$ cat config.mk
export PLATFORM = sky130hd
export DESIGN_NAME = mbinit_cal_module
export DESIGN_NICKNAME = d
export VERILOG_FILES = /design/src/rtl/mbinit_cal_module.sv
export SDC_FILE = /design/constraint.sdc
export NUM_CORES = 1
export LEC_CHECK = 0
export ABC_AREA = 1
export BUFFER_PORTS_ARGS = -buffer_cell sky130_fd_sc_hd__buf_2
export CORE_AREA = 2 2 39 41
export DETAILED_ROUTE_END_ITERATION = 12
export DIE_AREA = 0 0 41 43
export PLACE_DENSITY = 0.63
export SLEW_MARGIN = 20
export SYNTH_ARGS = -nofsm -noshare
export SYNTH_HDL_FRONTEND = slang
export SYNTH_SLANG_ARGS = --single-unit
$ cat constraint.sdc
create_clock -name CLK -period 2.4 [get_ports CLK]
set_input_delay 0.6 -clock CLK [delete_from_list [all_inputs] [get_ports CLK]]
set_output_delay 0.6 -clock CLK [all_outputs]
set_load 0.1 [all_outputs]
$ cat src/rtl/mbinit_cal_module.sv
// MBINIT CAL substate controller: sends MBINIT_CAL_Done_req over the sideband,
// waits for Done_resp from the remote die, then reports completion once the
// partner side has also finished.
// Optional feature: define CAL_TIMEOUT_EN to compile in the timeout counter and
// the ERROR state that raises o_train_error_req.
module mbinit_cal_module #(
  parameter int unsigned TIMEOUT_W      = 20,
  parameter int unsigned TIMEOUT_CYCLES = 800000
) (
  input  logic       CLK,
  input  logic       rst_n,
  input  logic       i_MBINIT_PARAM_end,
  input  logic [3:0] i_RX_SbMessage,
  input  logic       i_msg_valid,
  input  logic       i_Busy_SideBand,
  input  logic       i_falling_edge_busy,
  input  logic       i_partner_end,
  output logic [3:0] o_TX_SbMessage,
  output logic       o_ValidOutDatat_Module,
  output logic       o_MBINIT_CAL_Module_end,
  output logic       o_MBINIT_CAL_end,
  output logic       o_train_error_req
);

  localparam logic [3:0] MsgDoneReq  = 4'b0001;
  localparam logic [3:0] MsgDoneResp = 4'b0010;

`ifdef CAL_TIMEOUT_EN
  typedef enum logic [2:0] {
    StIdle, StWaitBusy, StSendReq, StWaitResp, StDone, StError
  } state_e;
`else
  typedef enum logic [2:0] {
    StIdle, StWaitBusy, StSendReq, StWaitResp, StDone
  } state_e;
`endif

  state_e state_q, state_d;
  logic   resp_seen_q, resp_seen_d;
  logic   resp_now;

  assign resp_now = i_msg_valid && (i_RX_SbMessage == MsgDoneResp);

`ifdef CAL_TIMEOUT_EN
  localparam logic [TIMEOUT_W-1:0] CntLast = TIMEOUT_W'(TIMEOUT_CYCLES - 1);

  logic [TIMEOUT_W-1:0] cnt_q, cnt_d;
  logic                 timeout;

  assign timeout = (cnt_q >= CntLast);

  // Elapsed-cycle counter: cleared in IDLE, counts while a request is pending, saturates.
  always_comb begin
    cnt_d = cnt_q;
    if (state_q == StIdle) begin
      cnt_d = '0;
    end else if ((state_q == StWaitBusy || state_q == StSendReq || state_q == StWaitResp) &&
                 (cnt_q != '1)) begin
      cnt_d = cnt_q + 1'b1;
    end
  end

  // Counter register.
  always_ff @(posedge CLK or negedge rst_n) begin
    if (!rst_n) cnt_q <= '0;
    else        cnt_q <= cnt_d;
  end
`else
  logic unused_cfg;
  assign unused_cfg = (TIMEOUT_W == 0) && (TIMEOUT_CYCLES == 0);
`endif

  // Next-state logic; dropping the enable aborts from anywhere.
  always_comb begin
    state_d = state_q;
    if (state_q != StIdle && !i_MBINIT_PARAM_end) begin
      state_d = StIdle;
    end else begin
      unique case (state_q)
        StIdle:     if (i_MBINIT_PARAM_end) state_d = StWaitBusy;
        StWaitBusy: begin
`ifdef CAL_TIMEOUT_EN
          if (timeout) state_d = StError;
          else
`endif
          if (!i_Busy_SideBand) state_d = StSendReq;
        end
        StSendReq: begin
`ifdef CAL_TIMEOUT_EN
          if (timeout) state_d = StError;
          else
`endif
          if (i_falling_edge_busy) state_d = StWaitResp;
        end
        StWaitResp: begin
          // A response beats a coincident timeout.
          if (resp_seen_q || resp_now) state_d = StDone;
`ifdef CAL_TIMEOUT_EN
          else if (timeout) state_d = StError;
`endif
        end
        StDone:     state_d = StDone;
`ifdef CAL_TIMEOUT_EN
        StError:    state_d = StError;
`endif
        default:    state_d = StIdle;
      endcase
    end
  end

  // Sticky capture of a response that arrives before the request has left.
  always_comb begin
    resp_seen_d = resp_seen_q;
    if (state_q == StIdle)                     resp_seen_d = 1'b0;
    else if (state_q == StSendReq && resp_now) resp_seen_d = 1'b1;
  end

  // State and sticky flag registers.
  always_ff @(posedge CLK or negedge rst_n) begin
    if (!rst_n) begin
      state_q     <= StIdle;
      resp_seen_q <= 1'b0;
    end else begin
      state_q     <= state_d;
      resp_seen_q <= resp_seen_d;
    end
  end

  // Registered outputs decoded from the next state.
  always_ff @(posedge CLK or negedge rst_n) begin
    if (!rst_n) begin
      o_ValidOutDatat_Module  <= 1'b0;
      o_TX_SbMessage          <= 4'b0000;
      o_MBINIT_CAL_Module_end <= 1'b0;
      o_MBINIT_CAL_end        <= 1'b0;
    end else begin
      o_ValidOutDatat_Module  <= (state_d == StSendReq);
      o_TX_SbMessage          <= (state_d == StSendReq) ? MsgDoneReq : 4'b0000;
      o_MBINIT_CAL_Module_end <= (state_d == StDone);
      // Staying in DONE keeps an abort from leaving CAL_end high for a cycle.
      o_MBINIT_CAL_end        <= (state_q == StDone) && (state_d == StDone) && i_partner_end;
    end
  end

`ifdef CAL_TIMEOUT_EN
  // Error request mirrors the ERROR state.
  always_ff @(posedge CLK or negedge rst_n) begin
    if (!rst_n) o_train_error_req <= 1'b0;
    else        o_train_error_req <= (state_d == StError);
  end
`else
  assign o_train_error_req = 1'b0;
`endif

endmodule

* Word level (Yosys, flattened, before mapping)
Index checks and enable logic that the tools add are counted.
Operators by class: equal/unequal tests 7, muxes and demuxes 9, reductions and logical operators 10
Operator list (number):
- 3-bit 2-to-1 mux | 5
- 3-bit one-hot mux with 5 select lines | 1
- 3-bit by 2-bit == test with 1-bit output, second input constant | 3
- 3-bit == test, second input constant | 2
- 1-bit logical AND | 5
- 4-bit by 2-bit == test with 1-bit output, second input constant | 1
- 3-bit by 1-bit == test with 1-bit output, second input constant | 1
- 3-bit logical NOT | 1
- 1-bit 2-to-1 mux | 3
- 3-bit nonzero test | 1
- 2-bit nonzero test | 1
- 1-bit logical NOT | 1
- 1-bit logical OR | 1
Word-level totals: bits in registers 8, output and inout bits 8, word-level logic and storage cells 32

* Longest topological paths before layout
depth after elaboration 9, depth in mapped cells 7

* Least setup slack after synthesis
No wires, ideal clock.
path kind register to output, start register o_TX_SbMessage[0], end output o_TX_SbMessage[0], data arrival time 1324 ps, required time 1800 ps, slack 476 ps, cell stages (with the launch flop) 2, buffers on the path 1, cells stage by stage dfrtp_1 -> buf_4
RTL lines:
- from (decl) | RTL line 18 | output logic [3:0] o_TX_SbMessage,
- from (signal assigned) | RTL line 138 | o_TX_SbMessage <= (state_d == StSendReq) ? MsgDoneReq : 4'b0000;
No word-level cell between the ends.

==> flow_metrics.env <==
export IMPL_status="finished clean"
export IMPL_clk_pin_slew_ns=0.05
export IMPL_grt_usage=0.1053
export IMPL_hold_viol_final=0
export IMPL_synth_area_mux_share=0
export IMPL_hpwl_um=573.3
export IMPL_final_antenna_net_count=0
export IMPL_wl_um=695
export IMPL_max_cap_violations=0
export IMPL_drive_gt1_frac=0.3768
export IMPL_vias_per_cell=4.035
export IMPL_slowest_delay_ns=0.42
export IMPL_synth_compound_area_frac=0.06154
export IMPL_syn_to_final_growth_pct=22.15
export IMPL_synth_xor_area_share=0
export IMPL_die_h_um=43
export IMPL_seqPwrFrac=0.274
export IMPL_grt_setup_unrepaired="false"
export IMPL_clock_tree_root_cell="clkbuf_4"
export IMPL_swShare=0.5384
export IMPL_ir_drop_v=0.0004661
export IMPL_finalCriticalPeriod_ns=1.603
export IMPL_ys_warn_count=0
export IMPL_drc=0
export IMPL_path_depth=1
export IMPL_coreArea_um2=1384
export IMPL_clock_sinks=7
export IMPL_finalSetupTns_ns=0
export IMPL_ys_ff_latch=7
export IMPL_grt_max_degree=8
export IMPL_switchingPower_mw=0.3212
export IMPL_die_x_um=41
export IMPL_synth_top_family_by_area="simple AND/OR/NAND/NOR gates"
export IMPL_cts_htree_levels=1
export IMPL_nNetsFinal=81
export IMPL_p_leak_nw=0.2836
export IMPL_hold_path_class="input port to asynchronous set/reset pin"
export IMPL_synthCells=53
export IMPL_die_area_um2=1763
export IMPL_r2r_cells=7
export IMPL_grt_pass1_vias=313
export IMPL_grt_pass1_wl_um=1193
export IMPL_gp_congestion=0.7221
export IMPL_path_delay_family="buffers and inverters"
export IMPL_antenna_found_initial=0
export IMPL_cp_end_kind="output pin"
export IMPL_cts_hold_fix_buffers=0
export IMPL_synthAdderAreaFrac=0
export IMPL_worstSetupStartpointType="flip-flop"
export IMPL_synth_avg_cell_area_um2=7.672
export IMPL_finalPower_mw=0.5966
export IMPL_synthDistinctLibCells=15
export IMPL_routed_via_count=343
export IMPL_synthSimpleGateAreaFrac=0.3323
export IMPL_post_cts_buffers=0
export IMPL_cp_max_fo=2
export IMPL_report_final_slew_viol_count=0
export IMPL_arrival_ns=1.00
export IMPL_power_density_nw_per_um2=1201
export IMPL_fin_skew_ns=0.001828
export IMPL_path_cells="buf_2"
export IMPL_dr_pass1_iters=4
export IMPL_critPathSlowestCell="buf_2"
export IMPL_crit_type="flip-flop to output pin"
export IMPL_globalRoute_totalOverflow=0
export IMPL_fmaxAchievable_ghz=0.6237
export IMPL_p_comb_frac=0.554
export IMPL_synth_area_um2=406.6
export IMPL_p_clk_frac=0.172
export IMPL_initial_core_util=0.2939
export IMPL_fin_crit_sh=0.6681
export IMPL_p_int_mw=0.2754
export IMPL_cts_tree="built"
export IMPL_drt_iter0_drc=5
export IMPL_seq_area_frac_synth=0.4308
export IMPL_post_cts_resized=0
export IMPL_clockBufferDepth=2
export IMPL_setup_viol=0
export IMPL_antenna_cells=0
export IMPL_numPortBuffers=14
export IMPL_clk_latency_ns=0.24
export IMPL_critPathBufInv=1
export IMPL_rows=14
export IMPL_avgRoutedWirePerCell_um=8.176
export IMPL_cts_made_buffers=3
export IMPL_required_ns=1.80
export IMPL_io_pins=19
[cell usage in the layout (no fill, tap or decap)]
cell type   n
nand3_1     5
o21ai_0     1
nand2_1     8
inv_1       5
clkbuf_1    1
a21oi_1     4
nor2_1      7
nor3_1      1
conb_1      4
nor2_4      1
dfrtp_1     7
clkbuf_4    3
nor3b_2     1
inv_2       3
buf_2      14
nor2_2      3
nand2_2     1
[kinds of logic (layout without fill, tap and decap cells)]
group	after synthesis	count (layout)
AOI/OAI and AO/OA	5	5
and+or+nand+nor	27	27
DFF	7	7
buffers and inverters	13	26
other	1	4
[layout make-up]
cell class	count	area, um2
repair buffers	14	70.07
clock buffers	4	26.28
fillers	149	887.1
flip-flops and latches	7	175.2
multi-input cells	36	175.2
inverters	8	30.03
well taps	16	20.02
[layer usage]
layer	share of wire	wire length, um	global-route usage
met5	0	0	0
met4	0	0	0.08000
met3	0.055	38	0.03141
met2	0.50	350	0.1531
met1	0.44	306	0.1221
[metrics by stage]
stage                     std cells  area [um2]  setup WS [ns]  utilization  hold slack [ns]
after floorplan                  56       417.9         0.4760            -           0.3044
after global placement           81       470.5          1.057       0.3400           0.4358
after detailed placement         81       470.5          1.043       0.3400           0.4375
after CTS                        85       496.7         0.7827       0.3590           0.1697
after global routing             85       496.7         0.7746       0.3590           0.1770
final                            85       496.7         0.7967       0.3590           0.1781
[worst paths after layout]
| path | from | end | slack [ns] |
|---|---|---|---|
| max | o_TX_SbMessage[0] | o_ValidOutDatat_Module | 0.80 |
| min | rst_n | o_TX_SbMessage[0] | 0.18 |
| max reg2reg | state_q[0] | o_TX_SbMessage[0] | 1.33 |
| min reg2reg | resp_seen_q | resp_seen_q | 0.56 |
| max in group asynchronous | rst_n | state_q[2] | 2.07 |
| min in group CLK | resp_seen_q | resp_seen_q | 0.56 |
[sequential cells by signal (all words and copies together), names as in the netlist]
signal / count
o_TX_SbMessage: 1
o_MBINIT_CAL_end: 1
state_q: 3
resp_seen_q: 1
o_MBINIT_CAL_Module_end: 1
[cell usage after synthesis]
cell / instances / area, um2
nor2_2: 3 / 18.77
nand2_2: 1 / 6.260
inv_2: 3 / 11.26
inv_1: 5 / 18.77
nor2_4: 1 / 11.26
nor3_1: 1 / 5.000
nand2_1: 8 / 30.03
a21oi_1: 4 / 20.02
o21ai_0: 1 / 5.000
dfrtp_1: 7 / 175.2
nor2_1: 7 / 26.28
buf_4: 5 / 37.54
conb_1: 1 / 3.750
nor3b_2: 1 / 12.51
nand3_1: 5 / 25.02
[power by group through the flow]
| stage | registers (mW) | logic (mW) | clock network (mW) |
|---|---|---|---|
| floorplan | 0.227 | 0.235 | 0 |
| global placement | 0.165 | 0.330 | 0 |
| detailed placement | 0.165 | 0.332 | 0 |
| CTS | 0.163 | 0.334 | 0.108 |
| global route | 0.167 | 0.358 | 0.114 |
| finish | 0.164 | 0.330 | 0.103 |
Note: power is estimated with default switching activity, not from simulation.
